## config.mk

```make
export PLATFORM = sky130hd
export DESIGN_NAME = alu_issue_ctrl_flat
export DESIGN_NICKNAME = d
export VERILOG_FILES = /design/src/rtl/alu_issue_ctrl_if.sv /design/src/rtl/alu_issue_ctrl.sv /design/src/flat_wrapper.sv
export SDC_FILE = /design/constraint.sdc
export NUM_CORES = 1
export LEC_CHECK = 0
export CORE_ASPECT_RATIO = 1.1
export CORE_MARGIN = 5
export CORE_UTILIZATION = 45
export DETAILED_ROUTE_END_ITERATION = 8
export GPL_TIMING_DRIVEN = 0
export PLACE_DENSITY = 0.73
export SYNTH_ARGS = -nofsm -noshare
export SYNTH_HDL_FRONTEND = slang
export SYNTH_SLANG_ARGS = --single-unit
```

## constraint.sdc

```tcl
create_clock -name clk -period 2.1 [get_ports clk]
set_input_delay 0.315 -clock clk [delete_from_list [all_inputs] [get_ports clk]]
set_output_delay 0.315 -clock clk [all_outputs]
set_load 0.01 [all_outputs]
```

## src/rtl/alu_issue_ctrl_if.sv

```systemverilog
// Bundles the instruction, ALU-drive, ALU-return, retire and debug signals of alu_issue_ctrl.
// The controller uses the slave modport; the instruction source/ALU side uses master.
interface alu_issue_ctrl_if;
   logic       instr_valid;
   logic       instr_ready;
   logic [3:0] instr_op;
   logic [1:0] instr_rd;
   logic [1:0] instr_rs1;
   logic [1:0] instr_rs2;
   logic [7:0] instr_imm;
   logic       instr_use_imm;

   logic [3:0] alu_opcode;
   logic [7:0] alu_a;
   logic [7:0] alu_b;
   logic [7:0] alu_result;
   logic       alu_carry;
   logic       alu_s;
   logic       alu_z;
   logic       alu_p;

   logic       done_valid;
   logic [7:0] done_result;
   logic       done_err;
   logic [3:0] flags;

   logic [1:0] dbg_addr;
   logic [7:0] dbg_data;

   modport slave (
      input  instr_valid, instr_op, instr_rd, instr_rs1, instr_rs2, instr_imm, instr_use_imm,
      input  alu_result, alu_carry, alu_s, alu_z, alu_p, dbg_addr,
      output instr_ready, alu_opcode, alu_a, alu_b,
      output done_valid, done_result, done_err, flags, dbg_data
   );

   modport master (
      output instr_valid, instr_op, instr_rd, instr_rs1, instr_rs2, instr_imm, instr_use_imm,
      output alu_result, alu_carry, alu_s, alu_z, alu_p, dbg_addr,
      input  instr_ready, alu_opcode, alu_a, alu_b,
      input  done_valid, done_result, done_err, flags, dbg_data
   );
endinterface

```

## src/rtl/alu_issue_ctrl.sv

```systemverilog
// Two-state issue controller for the 8-bit ALU: latches an instruction and its operands,
// drives the ALU for one cycle, then retires the result into the register file and flags.
module alu_issue_ctrl (
   input  logic           clk,
   input  logic           rst,
   alu_issue_ctrl_if.slave bus
);
   localparam int unsigned DATA_W = 8;
   localparam int unsigned NREG   = 4;

   typedef enum logic [0:0] {StIdle, StIssue} state_e;

   state_e            state_q;
   logic [3:0]        op_q;
   logic [1:0]        rd_q;
   logic [DATA_W-1:0] a_q;
   logic [DATA_W-1:0] b_q;
   logic [DATA_W-1:0] regs_q [NREG];
   logic [3:0]        flags_q;
   logic              done_valid_q;
   logic              done_err_q;
   logic [DATA_W-1:0] done_result_q;
   logic              issue_err;

   // Rejected: undefined opcodes and divide by zero.
   assign issue_err = (op_q > 4'd9) || ((op_q == 4'd3) && (b_q == '0));

   always_ff @(posedge clk or posedge rst) begin
      if (rst) begin
         state_q       <= StIdle;
         op_q          <= '0;
         rd_q          <= '0;
         a_q           <= '0;
         b_q           <= '0;
         regs_q        <= '{default: '0};
         flags_q       <= '0;
         done_valid_q  <= 1'b0;
         done_err_q    <= 1'b0;
         done_result_q <= '0;
      end else begin
         case (state_q)
            StIdle: begin
               done_valid_q <= 1'b0;
               if (bus.instr_valid) begin
                  op_q    <= bus.instr_op;
                  rd_q    <= bus.instr_rd;
                  a_q     <= regs_q[bus.instr_rs1];
                  b_q     <= bus.instr_use_imm ? bus.instr_imm : regs_q[bus.instr_rs2];
                  state_q <= StIssue;
               end
            end
            StIssue: begin
               done_valid_q <= 1'b1;
               state_q      <= StIdle;
               if (issue_err) begin
                  done_err_q    <= 1'b1;
                  done_result_q <= '0;
               end else begin
                  regs_q[rd_q]  <= bus.alu_result;
                  done_err_q    <= 1'b0;
                  done_result_q <= bus.alu_result;
                  flags_q[2:0]  <= {bus.alu_s, bus.alu_z, bus.alu_p};
                  // Carry is sticky across logic and shift ops.
                  if (op_q < 4'd4) begin
                     flags_q[3] <= bus.alu_carry;
                  end
               end
            end
            default: state_q <= StIdle;
         endcase
      end
   end

   assign bus.instr_ready = (state_q == StIdle);
   assign bus.alu_opcode  = op_q;
   assign bus.alu_a       = a_q;
   assign bus.alu_b       = b_q;
   assign bus.done_valid  = done_valid_q;
   assign bus.done_result = done_result_q;
   assign bus.done_err    = done_err_q;
   assign bus.flags       = flags_q;
   assign bus.dbg_data    = regs_q[bus.dbg_addr];
endmodule

```

## src/flat_wrapper.sv

```systemverilog
// flat-port wrapper written by rule: the top's interface ports become plain ports
module alu_issue_ctrl_flat 
  (clk, rst, bus_instr_valid, bus_instr_op, bus_instr_rd, bus_instr_rs1, bus_instr_rs2, bus_instr_imm, bus_instr_use_imm, bus_alu_result, bus_alu_carry, bus_alu_s, bus_alu_z, bus_alu_p, bus_dbg_addr, bus_instr_ready, bus_alu_opcode, bus_alu_a, bus_alu_b, bus_done_valid, bus_done_result, bus_done_err, bus_flags, bus_dbg_data);
  alu_issue_ctrl_if bus_i ();
  input  logic clk;
  input  logic rst;
  input wire logic [$bits(bus_i.instr_valid)-1:0] bus_instr_valid;
  input wire logic [$bits(bus_i.instr_op)-1:0] bus_instr_op;
  input wire logic [$bits(bus_i.instr_rd)-1:0] bus_instr_rd;
  input wire logic [$bits(bus_i.instr_rs1)-1:0] bus_instr_rs1;
  input wire logic [$bits(bus_i.instr_rs2)-1:0] bus_instr_rs2;
  input wire logic [$bits(bus_i.instr_imm)-1:0] bus_instr_imm;
  input wire logic [$bits(bus_i.instr_use_imm)-1:0] bus_instr_use_imm;
  input wire logic [$bits(bus_i.alu_result)-1:0] bus_alu_result;
  input wire logic [$bits(bus_i.alu_carry)-1:0] bus_alu_carry;
  input wire logic [$bits(bus_i.alu_s)-1:0] bus_alu_s;
  input wire logic [$bits(bus_i.alu_z)-1:0] bus_alu_z;
  input wire logic [$bits(bus_i.alu_p)-1:0] bus_alu_p;
  input wire logic [$bits(bus_i.dbg_addr)-1:0] bus_dbg_addr;
  output wire logic [$bits(bus_i.instr_ready)-1:0] bus_instr_ready;
  output wire logic [$bits(bus_i.alu_opcode)-1:0] bus_alu_opcode;
  output wire logic [$bits(bus_i.alu_a)-1:0] bus_alu_a;
  output wire logic [$bits(bus_i.alu_b)-1:0] bus_alu_b;
  output wire logic [$bits(bus_i.done_valid)-1:0] bus_done_valid;
  output wire logic [$bits(bus_i.done_result)-1:0] bus_done_result;
  output wire logic [$bits(bus_i.done_err)-1:0] bus_done_err;
  output wire logic [$bits(bus_i.flags)-1:0] bus_flags;
  output wire logic [$bits(bus_i.dbg_data)-1:0] bus_dbg_data;
  assign bus_i.instr_valid = bus_instr_valid;
  assign bus_i.instr_op = bus_instr_op;
  assign bus_i.instr_rd = bus_instr_rd;
  assign bus_i.instr_rs1 = bus_instr_rs1;
  assign bus_i.instr_rs2 = bus_instr_rs2;
  assign bus_i.instr_imm = bus_instr_imm;
  assign bus_i.instr_use_imm = bus_instr_use_imm;
  assign bus_i.alu_result = bus_alu_result;
  assign bus_i.alu_carry = bus_alu_carry;
  assign bus_i.alu_s = bus_alu_s;
  assign bus_i.alu_z = bus_alu_z;
  assign bus_i.alu_p = bus_alu_p;
  assign bus_i.dbg_addr = bus_dbg_addr;
  assign bus_instr_ready = bus_i.instr_ready;
  assign bus_alu_opcode = bus_i.alu_opcode;
  assign bus_alu_a = bus_i.alu_a;
  assign bus_alu_b = bus_i.alu_b;
  assign bus_done_valid = bus_i.done_valid;
  assign bus_done_result = bus_i.done_result;
  assign bus_done_err = bus_i.done_err;
  assign bus_flags = bus_i.flags;
  assign bus_dbg_data = bus_i.dbg_data;
  alu_issue_ctrl u_core (.clk(clk), .rst(rst), .bus(bus_i));
endmodule
```

==> metrics.yaml, run 1 <==
status: "completed"
setup_violations: 0
track_usage: 0.189
crit_start: "u_core.regs_q[3]"
area_growth_pct: 33.8
synth_cells: 215
synth_seq_cells: 69
worst_slew_pin_slew_ns: 0.846
reg2reg_to: "u_core.regs_q[11]"
report.final.slew_viol_count: 0
ys_dominant_reg_cell: "dfrtp_1"
reg2reg_depth: 5
overflow: 0
p_switching_mw: 1.55
grt_first_pass_wirelength_um: 13100
clkPwrFrac: 0.249
synth_edf_count: 0
antenna_cells: 0
arrival_ns: 1.73
antenna_found_initial: 0
async_reset_ff_frac: 1.00
detail_route.wl_per_cell_um: 21.4
path_max_fanout: 4
root_buffer: "clkbuf_8"
grt_max_degree: 70
cts_max_level: 3
yosysWarnings: 0
insertion_delay_ns: 0.34
p_per_area_nw_per_um2: 1240
synth_top_area_share: 0.520
die_w_um: 91.9
clock_skew_ns: 0.0102
synth_nets: 251
ant_nets: 0
cts_tree: "yes"
holdBufCountCts: 0
hpwlAfterDp_um: 5730
finalHoldViolCount: 0
vias: 2225
port_buffers: 71
dieArea_um2: 9200
numCtsBuffers: 9
p_seq_frac: 0.406
synth_most_common_cell: "dfrtp_1"
crit_type: "reg2out"
clk_path_buf_depth: 2
clock_sink_count: 69
startpoint_type: "register"
grt_pass1_vias: 2332
syn_area_um2: 3320
num_rows: 32
drt_wl_total_um: 8330
firstDrtPassIters: 4
vdd_ir_drop_max_mv: 0.615
cap_viol_max_count: 0
routed_via_density: 5.72
fin_tns_setup_ns: 0
ys_seq_area_frac: 0.520
hp-start: "u_core.state_q"
synth_cell_types: 26
r2r_start: "u_core.bus.alu_opcode[1]"
io_pins: 79
start_util: 0.468
hp-class: "reg2reg"
drive_above_1_share: 0.336
end_kind: "primary output"
synth_top_cell_by_area: "dfrtp_1"
p_comb_frac: 0.345
total_leakage_power_nw: 1.84
final_nets: 335
worstPathRequired_ns: 1.78
regToRegSetupSlack_ns: 0.09
detail_route.iter0.violations: 67
place_congestion: 0.805
syn_area_per_cell_um2: 15.4
yosys-top-cells-area: "dfrtp_1 (52%), mux4_2 (16%), mux2_2 (13%)"
fp.dieH_um: 100
rsz0062_at_grt: "false"
relSlewSlack: 0.436
final_core_util: 0.627
p_int_mw: 3.95
drc_errors: 0
max_freq_mhz: 490
hold_path_depth: 0
swShare: 0.282
core_um2: 7090
period_needed_ns: 2.04
clk_pin_slew_ns: 0.08
finalCritPeriodShare: 0.973
hold_end: "u_core.bus.done_valid"
synth_common_cells: "dfrtp_1 (69), mux2_2 (37), mux4_2 (24)"
==> layout make-up <==
type,count,area (µm²)
buffer,14,72.6
clock buffer,11,151
clock inverter,5,106
fill,550,2650
inverter,3,13.8
multi-input combinational,129,1510
sequential,69,1730
tap,85,106
timing repair buffer,73,753
==> kinds of logic (layout without fill, tap and decap cells) <==
kind of cell | Yosys count | count (layout) | synth area share
compound gates | 20 | 20 | 0.0449
mux | 78 | 78 | 0.352
buf+inv | 17 | 106 | 0.0245
flops | 69 | 69 | 0.520
simple gates | 31 | 31 | 0.0584
==> through the flow <==
step	total power [mW]	instances	area, µm²	hold WS, ns	worst slack (ns)
global placement	4.09	371	4140	0.444	-1.15
finish	5.50	389	4440	0.464	0.0576
CTS	5.53	388	4420	0.464	0.0208
detailed placement	4.15	371	4140	0.446	-0.225
global route	5.77	389	4440	0.486	0.00755
floorplan	3.29	215	3320	0.413	0.0451
==> worst max path at each step <==
stage	slack, ns	cells past startpoint	endpoint
final	0.06	2	bus_dbg_data[3]
after global routing	0.008	2	bus_dbg_data[3]
after CTS	0.02	4	u_core.regs_q[24]
after detailed placement	-0.23	3	bus_dbg_data[6]
after global placement	-1.15	2	u_core.regs_q[0]
after floorplan	0.05	1	u_core.bus.alu_a[0]
==> metal layers <==
metal / wire length [µm] / GRT usage / part of all wire / vias up
met5: 0 / 0 / 0 / -
met4: 104 / 0.0686 / 0.012 / 0
met3: 588 / 0.0502 / 0.071 / 10
met2: 3970 / 0.300 / 0.48 / 85
met1: 3660 / 0.252 / 0.44 / 1146
li1: - / - / - / 984
==> worst max-delay path: stages, from the launching register on <==
cell             delay [ns]
dfrtp_1                0.41
mux4_2                 0.49
clkdlybuf4s50_1        0.50
==> sequential cells by signal, indices dropped and copies added, names as in the netlist <==
name                    count
u_core.bus.alu_a            8
u_core.bus.alu_b            8
u_core.bus.alu_opcode       4
u_core.bus.done_err         1
u_core.bus.done_result      8
u_core.bus.done_valid       1
u_core.bus.flags            4
u_core.rd_q                 2
u_core.regs_q              32
u_core.state_q              1
==> cells in the final DEF (no fill, tap or decap), types with 2 or more instances in the layout <==
cell             netlist  layout
a21oi_1                8       8
inv_1                  3       2
clkbuf_2               0       2
mux2_2                37      37
clkbuf_8               0      11
buf_6                  2       2
mux2i_1                8       8
a22o_1                 8       8
nor3_4                 2       2
nor4_2                 2       2
nand3_1                2       2
mux2_4                 8       8
bufinv_16              0       3
nor2_1                11      11
mux4_2                24      24
nand2_1               10      10
buf_12                 0       2
clkdlybuf4s50_1        0      70
dfrtp_1               69      69
buf_1                  3       3
clkbuf_1               7       5
buf_2                  2       2
==> power by group through the flow <==
stage	clock, mW	sequential, mW	combinational [mW]
finish	1.37	2.23	1.89
global route	1.45	2.30	2.02
CTS	1.39	2.22	1.92
detailed placement	0	2.25	1.90
global placement	0	2.22	1.88
floorplan	0	2.23	1.06
==> what timing repair did <==
item                                    in CTS  in global routing
setup buffers                                1                  1
endpoints found under the hold margin        0                  0
pin swaps                                    1                  1
cloned                                       0                  0
endpoints found under the setup margin       9                 14
gates resized for setup                      1                  3
No activity file was read; power rests on OpenSTA's default activity.
==> run 2: changes to the inputs <==
CAP_MARGIN = 20   (was not set)
GPL_TIMING_DRIVEN = not set   (was 0)
==> metrics.yaml, run 2 (synthesized netlist as in run 1, its figures left out) <==
max_stage_delay_ns: 0.50  # about the same
antenna_found_initial: 0  # unchanged
p_switching_mw: 1.50  # -3.3%
max_freq_mhz: 483  # -1.4%
clk_pin_slew_ns: 0.07  # about the same
fin_cells: 395  # +1.5%
drive_above_1_share: 0.352  # +0.0161
cts_tree: "yes"
p_comb_frac: 0.367  # +0.022
drt_wl_total_um: 8220  # -1.3%
root_buffer: "clkbuf_8"
regMostFlops: "u_core.regs_q"
dieArea_um2: 9200  # unchanged
period_needed_ns: 2.07  # +0.0300 ns
cp_slowest_cell: "clkdlybuf4s50_1"
final_nets: 342  # +2.1%
vias: 2198  # -1.2%
final_core_util: 0.637  # +0.0102
dp.cells: 379  # +2.2%
clkPwrFrac: 0.194  # -0.055
p_seq_frac: 0.439  # +0.033
fill_cells: 542  # -1.5%
grt_max_degree: 47  # -33%
fin_tns_setup_ns: 0  # unchanged
report.final.slew_viol_count: 0  # unchanged
firstDrtPassIters: 4  # unchanged
dp_slack_ns: -0.219  # +0.00639 ns
holdBufCountCts: 0  # unchanged
drc_errors: 0  # unchanged
post_dp_cell_area_um2: 4340  # +4.8%
finalCritPeriodShare: 0.987  # +0.0143
antenna_cells: 0  # unchanged
total_leakage_power_nw: 1.89  # +2.5%
mostFrequentLayoutCell: "clkdlybuf4s50_1"
hpwlAfterDp_um: 5760  # +0.65%
routed_via_density: 5.56  # -2.7%
setup_violations: 0  # unchanged
die_w_um: 91.9  # unchanged
clk_path_buf_depth: 2  # unchanged
p_int_mw: 3.59  # -9.0%
finalHoldViolCount: 0  # unchanged
area_growth_pct: 36.0
io_pins: 79  # unchanged
rsz0062_at_grt: "false"
hold_slack_ns: 0.346  # -0.117 ns
startpoint_type: "input port"
arrival_ns: 1.76  # +0.03 ns
end_kind: "primary output"
track_usage: 0.195  # +0.00629
critPathBufInv: 3  # +2
cts_max_level: 3  # unchanged
regToRegSetupSlack_ns: 0.06  # -0.03 ns
vdd_ir_drop_max_mv: 0.493  # -20%
swShare: 0.294  # +0.0123
start_util: 0.468  # unchanged
grt_pass1_vias: 2364  # +1.4%
largest_reg_flops: 32  # unchanged
num_rows: 32  # unchanged
numCtsBuffers: 9  # unchanged
cap_viol_max_count: 0  # unchanged
worst_slew_pin_slew_ns: 0.691  # -0.155 ns
core_um2: 7090  # unchanged
detail_route.wl_per_cell_um: 20.8  # -2.8%
finalPower_mw: 5.09  # -7.4%
port_buffers: 78  # +9.9%
path_max_fanout: 8  # +4
final_cell_mix: "clkdlybuf4s50_1 (70), dfrtp_1 (69), mux2_2 (37)"
relSlewSlack: 0.539  # +0.104
detail_route.iter0.violations: 75  # +12%
status: "completed"
cpLargestDelayFamily: "buffers and inverters"
worstPathRequired_ns: 1.78  # about the same
place_congestion: 0.786  # -2.4%
path_cells: "clkdlybuf4s50_1 -> buf_12 -> mux4_2 -> dlygate4sd2_1"
p_per_area_nw_per_um2: 1130  # -8.9%
insertion_delay_ns: 0.34  # about the same
final_area_um2: 4510  # +1.6%
fp.dieH_um: 100  # unchanged
grt_first_pass_wirelength_um: 13400  # +2.5%
clock_sink_count: 69  # unchanged
crit_type: "in2out"
ant_nets: 0  # unchanged
overflow: 0  # unchanged
clock_skew_ns: 0.00643  # -0.00374 ns
hp-class: "in2async"
layout_setup_ws_ns: 0.0276  # -0.0300 ns
run 2: routing by layer:
| metal | up-vias | global-route usage | wire length (µm) |
|---|---|---|---|
| met3 | 9 | 0.0442 | 478 |
| met2 | 75 | 0.319 | 3940 |
| met4 | 0 | 0.0686 | 124 |
| met5 | - | 0 | 0 |
| met1 | 1119 | 0.258 | 3680 |
| li1 | 995 | - | - |
run 2: area by class of cell:
cell class	count	area, µm²	share of cell area
Clock buffer	14	173	0.0382
Clock inverter	1	5.00	0.00111
Inverter	3	11.3	0.00249
Multi-Input combinational cell	129	1510	0.335
Sequential cell	69	1730	0.382
Tap cell	85	106	0.0236
Timing Repair Buffer	94	978	0.217
run 2: power groups by stage:
stage	logic [mW]	clock network [mW]	registers, mW
detailed placement	1.94	0	2.25
floorplan	1.06	0	2.23
CTS	1.89	1.02	2.23
global placement	1.91	0	2.24
finish	1.87	0.990	2.23
global route	2.00	1.07	2.31
run 2: worst paths after layout:
check,start,endpoint,cells past startpoint
worst max register to register,u_core.bus.alu_opcode[2],u_core.regs_q[8],4
worst max-delay path,bus_dbg_addr[0],bus_dbg_data[6],4
worst min-delay path,rst,u_core.bus.flags[1],3
worst min register to register,u_core.bus.flags[2],u_core.bus.flags[2],2
min in group clk,u_core.bus.flags[2],u_core.bus.flags[2],2
max in group asynchronous,rst,u_core.bus.alu_a[4],3
run 2: worst reg2reg max path, delay by kind of cell (launching register included):
kind	cells	cell delay, ns
simple gates	1	0.65
mux	1	0.36
compound gates	2	0.49
flops	1	0.43
run 2: timing repair:
action	4_1_cts	5_1_grt
endpoints found under the setup margin	8	3
cloned	0	0
gates resized for setup	11	3
hold endpoints to repair	0	0
setup buffers	1	0
==> run 3: changes to the inputs <==
CORE_UTILIZATION = 42   (was 45)
PLACE_DENSITY = 0.69   (was 0.73)
SKIP_LAST_GASP = 1   (was not set)
==> metrics.yaml, run 3 (synthesized netlist as in run 1, its figures left out) <==
cts_tree: "yes"
drc_errors: 0  # unchanged
use_met3: 0.0405  # -0.00371
final_nets: 345  # +0.88%
worst_slew_pin_slew_ns: 0.552  # -0.139 ns
crit_start: "bus_dbg_addr[0]"
fill_cells: 675  # +25%
largest_reg_flops: 32  # unchanged
drt_wl_total_um: 8090  # -1.5%
vdd_ir_drop_max_mv: 0.505  # +2.5%
r2r_start: "u_core.bus.alu_opcode[2]"
die_w_um: 94.8  # +3.1%
antenna_cells: 0  # unchanged
port_buffers: 78  # unchanged
finalPower_mw: 5.04  # -0.94%
antenna_found_initial: 0  # unchanged
grt_pass1_vias: 2323  # -1.7%
setup_violations: 0  # unchanged
p_comb_frac: 0.371  # +0.004
dp.cells: 404  # +6.6%
firstDrtPassIters: 4  # unchanged
regToRegSetupSlack_ns: 0.10  # +0.04 ns
total_leakage_power_nw: 1.90  # +0.59%
p_seq_frac: 0.444  # +0.005
startpoint_type: "input port"
clock_skew_ns: 0.0124  # +0.00600 ns
clk_path_buf_depth: 2  # unchanged
end_kind: "primary output"
io_pins: 79  # unchanged
rsz0062_at_grt: "false"
worstPathRequired_ns: 1.78  # about the same
overflow: 0  # unchanged
place_congestion: 0.759  # -3.4%
core_um2: 7830  # +10%
relSlewSlack: 0.631  # +0.0918
cts_max_level: 3  # unchanged
vias: 2235  # +1.7%
reg2reg_to: "u_core.regs_q[6]"
fp.dieH_um: 103  # +3.2%
drive_above_1_share: 0.380  # +0.0286
p_switching_mw: 1.52  # +1.6%
status: "completed"
ant_nets: 0  # unchanged
hp-class: "in2async"
dieArea_um2: 9780  # +6.4%
path_max_fanout: 4  # -4
finalCritPeriodShare: 0.978  # -0.00919
arrival_ns: 1.74  # -0.02 ns
detail_route.iter0.violations: 94  # +25%
final_cell_mix: "clkdlybuf4s50_1 (70), dfrtp_1 (69), mux2_2 (37)"
routed_via_density: 5.31  # -4.6%
numCtsBuffers: 9  # unchanged
period_needed_ns: 2.05  # -0.0193 ns
max_freq_mhz: 487  # +0.94%
globalRoute.busiestLayer: "met2"
grt_first_pass_wirelength_um: 12800  # -4.7%
root_buffer: "clkbuf_8"
cap_viol_max_count: 0  # unchanged
multiInputGateArea_um2: 1520  # about the same
mostFrequentLayoutCell: "clkdlybuf4s50_1"
fin_cells: 421  # +6.6%
track_usage: 0.176  # -0.0193
clk_pin_slew_ns: 0.08  # about the same
regMostFlops: "u_core.regs_q"
clkPwrFrac: 0.185  # -0.009
area.sequential_um2: 1730  # unchanged
swShare: 0.302  # +0.00751
area_growth_pct: 37.7
num_rows: 34  # +6.3%
finalHoldViolCount: 0  # unchanged
grt_use_met1: 0.247  # -0.0113
crit_type: "in2out"
reg2reg_depth: 5  # +1
p_per_area_nw_per_um2: 1100  # -2.2%
insertion_delay_ns: 0.34  # about the same
start_util: 0.424  # -0.0443
clock_sink_count: 69  # unchanged
grt_max_degree: 33  # -30%
use_met2: 0.278  # -0.0409
hold_slack_ns: 0.338  # -0.00832 ns
detail_route.wl_per_cell_um: 19.2  # -7.6%
report.final.slew_viol_count: 0  # unchanged
fin_tns_setup_ns: 0  # unchanged
p_int_mw: 3.52  # -2.0%
hpwlAfterDp_um: 5760  # about the same
## run 3: cell count changes in the layout (fill, tap and decap cells not counted), moves of 2 or more
cell / change
buf_12: +3
buf_2: +4
clkbuf_8: -2
clkdlybuf4s15_1: -3
clkinvlp_4: +2
dlygate4sd2_1: -2
## run 3: what timing repair did
item / 4_1_cts / 5_1_grt
setup buffers: 2 / 0
hold buffers: 0 / 0
hold endpoints to repair: 0 / 0
endpoints found under the setup margin: 8 / 4
resized for setup: 22 / 4
cloned: 0 / 0
## run 3: worst max path at each step
stage,to,slack [ns],depth (start not counted)
2_1_floorplan,u_core.bus.alu_a[0],0.05,1
3_3_place_gp,bus_dbg_data[6],-0.21,4
3_5_place_dp,bus_dbg_data[2],-0.21,4
4_1_cts,bus_dbg_data[2],-0.08,5
5_1_grt,u_core.regs_q[6],0.005,5
6_report,bus_dbg_data[3],0.05,5
## run 3: worst max-delay path, stage by stage
cell and delay (ns):
clkdlybuf4s50_1 0.50, buf_12 0.12, buf_4 0.13, mux4_2 0.50
buf_2 0.16
## run 3: stage by stage
step	utilization	instance area, µm²	worst slack [ns]
global route	0.584	4570	0.00472
global placement	0.563	4410	-0.210
detailed placement	0.563	4410	-0.213
floorplan	-	3320	0.0451
finish	0.584	4570	0.0469
CTS	0.585	4580	-0.0785
## run 3: area by class of cell
| type | count | share of cell area |
|---|---|---|
| Sequential cell | 69 | 0.378 |
| Clock buffer | 11 | 0.0309 |
| Tap cell | 108 | 0.0296 |
| Multi-Input combinational cell | 129 | 0.332 |
| Inverter | 3 | 0.00246 |
| Clock inverter | 4 | 0.00547 |
| Timing Repair Buffer | 97 | 0.222 |
## run 3: power by group through the flow
stage / Sequential, mW / Clock [mW] / Combinational [mW]
3_5_place_dp: 2.26 / 0 / 1.95
4_1_cts: 2.24 / 0.960 / 1.90
3_3_place_gp: 2.25 / 0 / 1.92
5_1_grt: 2.32 / 1.01 / 2.00
2_1_floorplan: 2.23 / 0 / 1.06
6_report: 2.24 / 0.935 / 1.87
## run 3: per-layer routing
layer / wire length (µm) / vias up / part of all wire
met2: 3870 / 69 / 0.48
met5: 0 / - / 0
met3: 414 / 7 / 0.051
li1: - / 1009 / -
met1: 3760 / 1150 / 0.46
met4: 51 / 0 / 0.0063
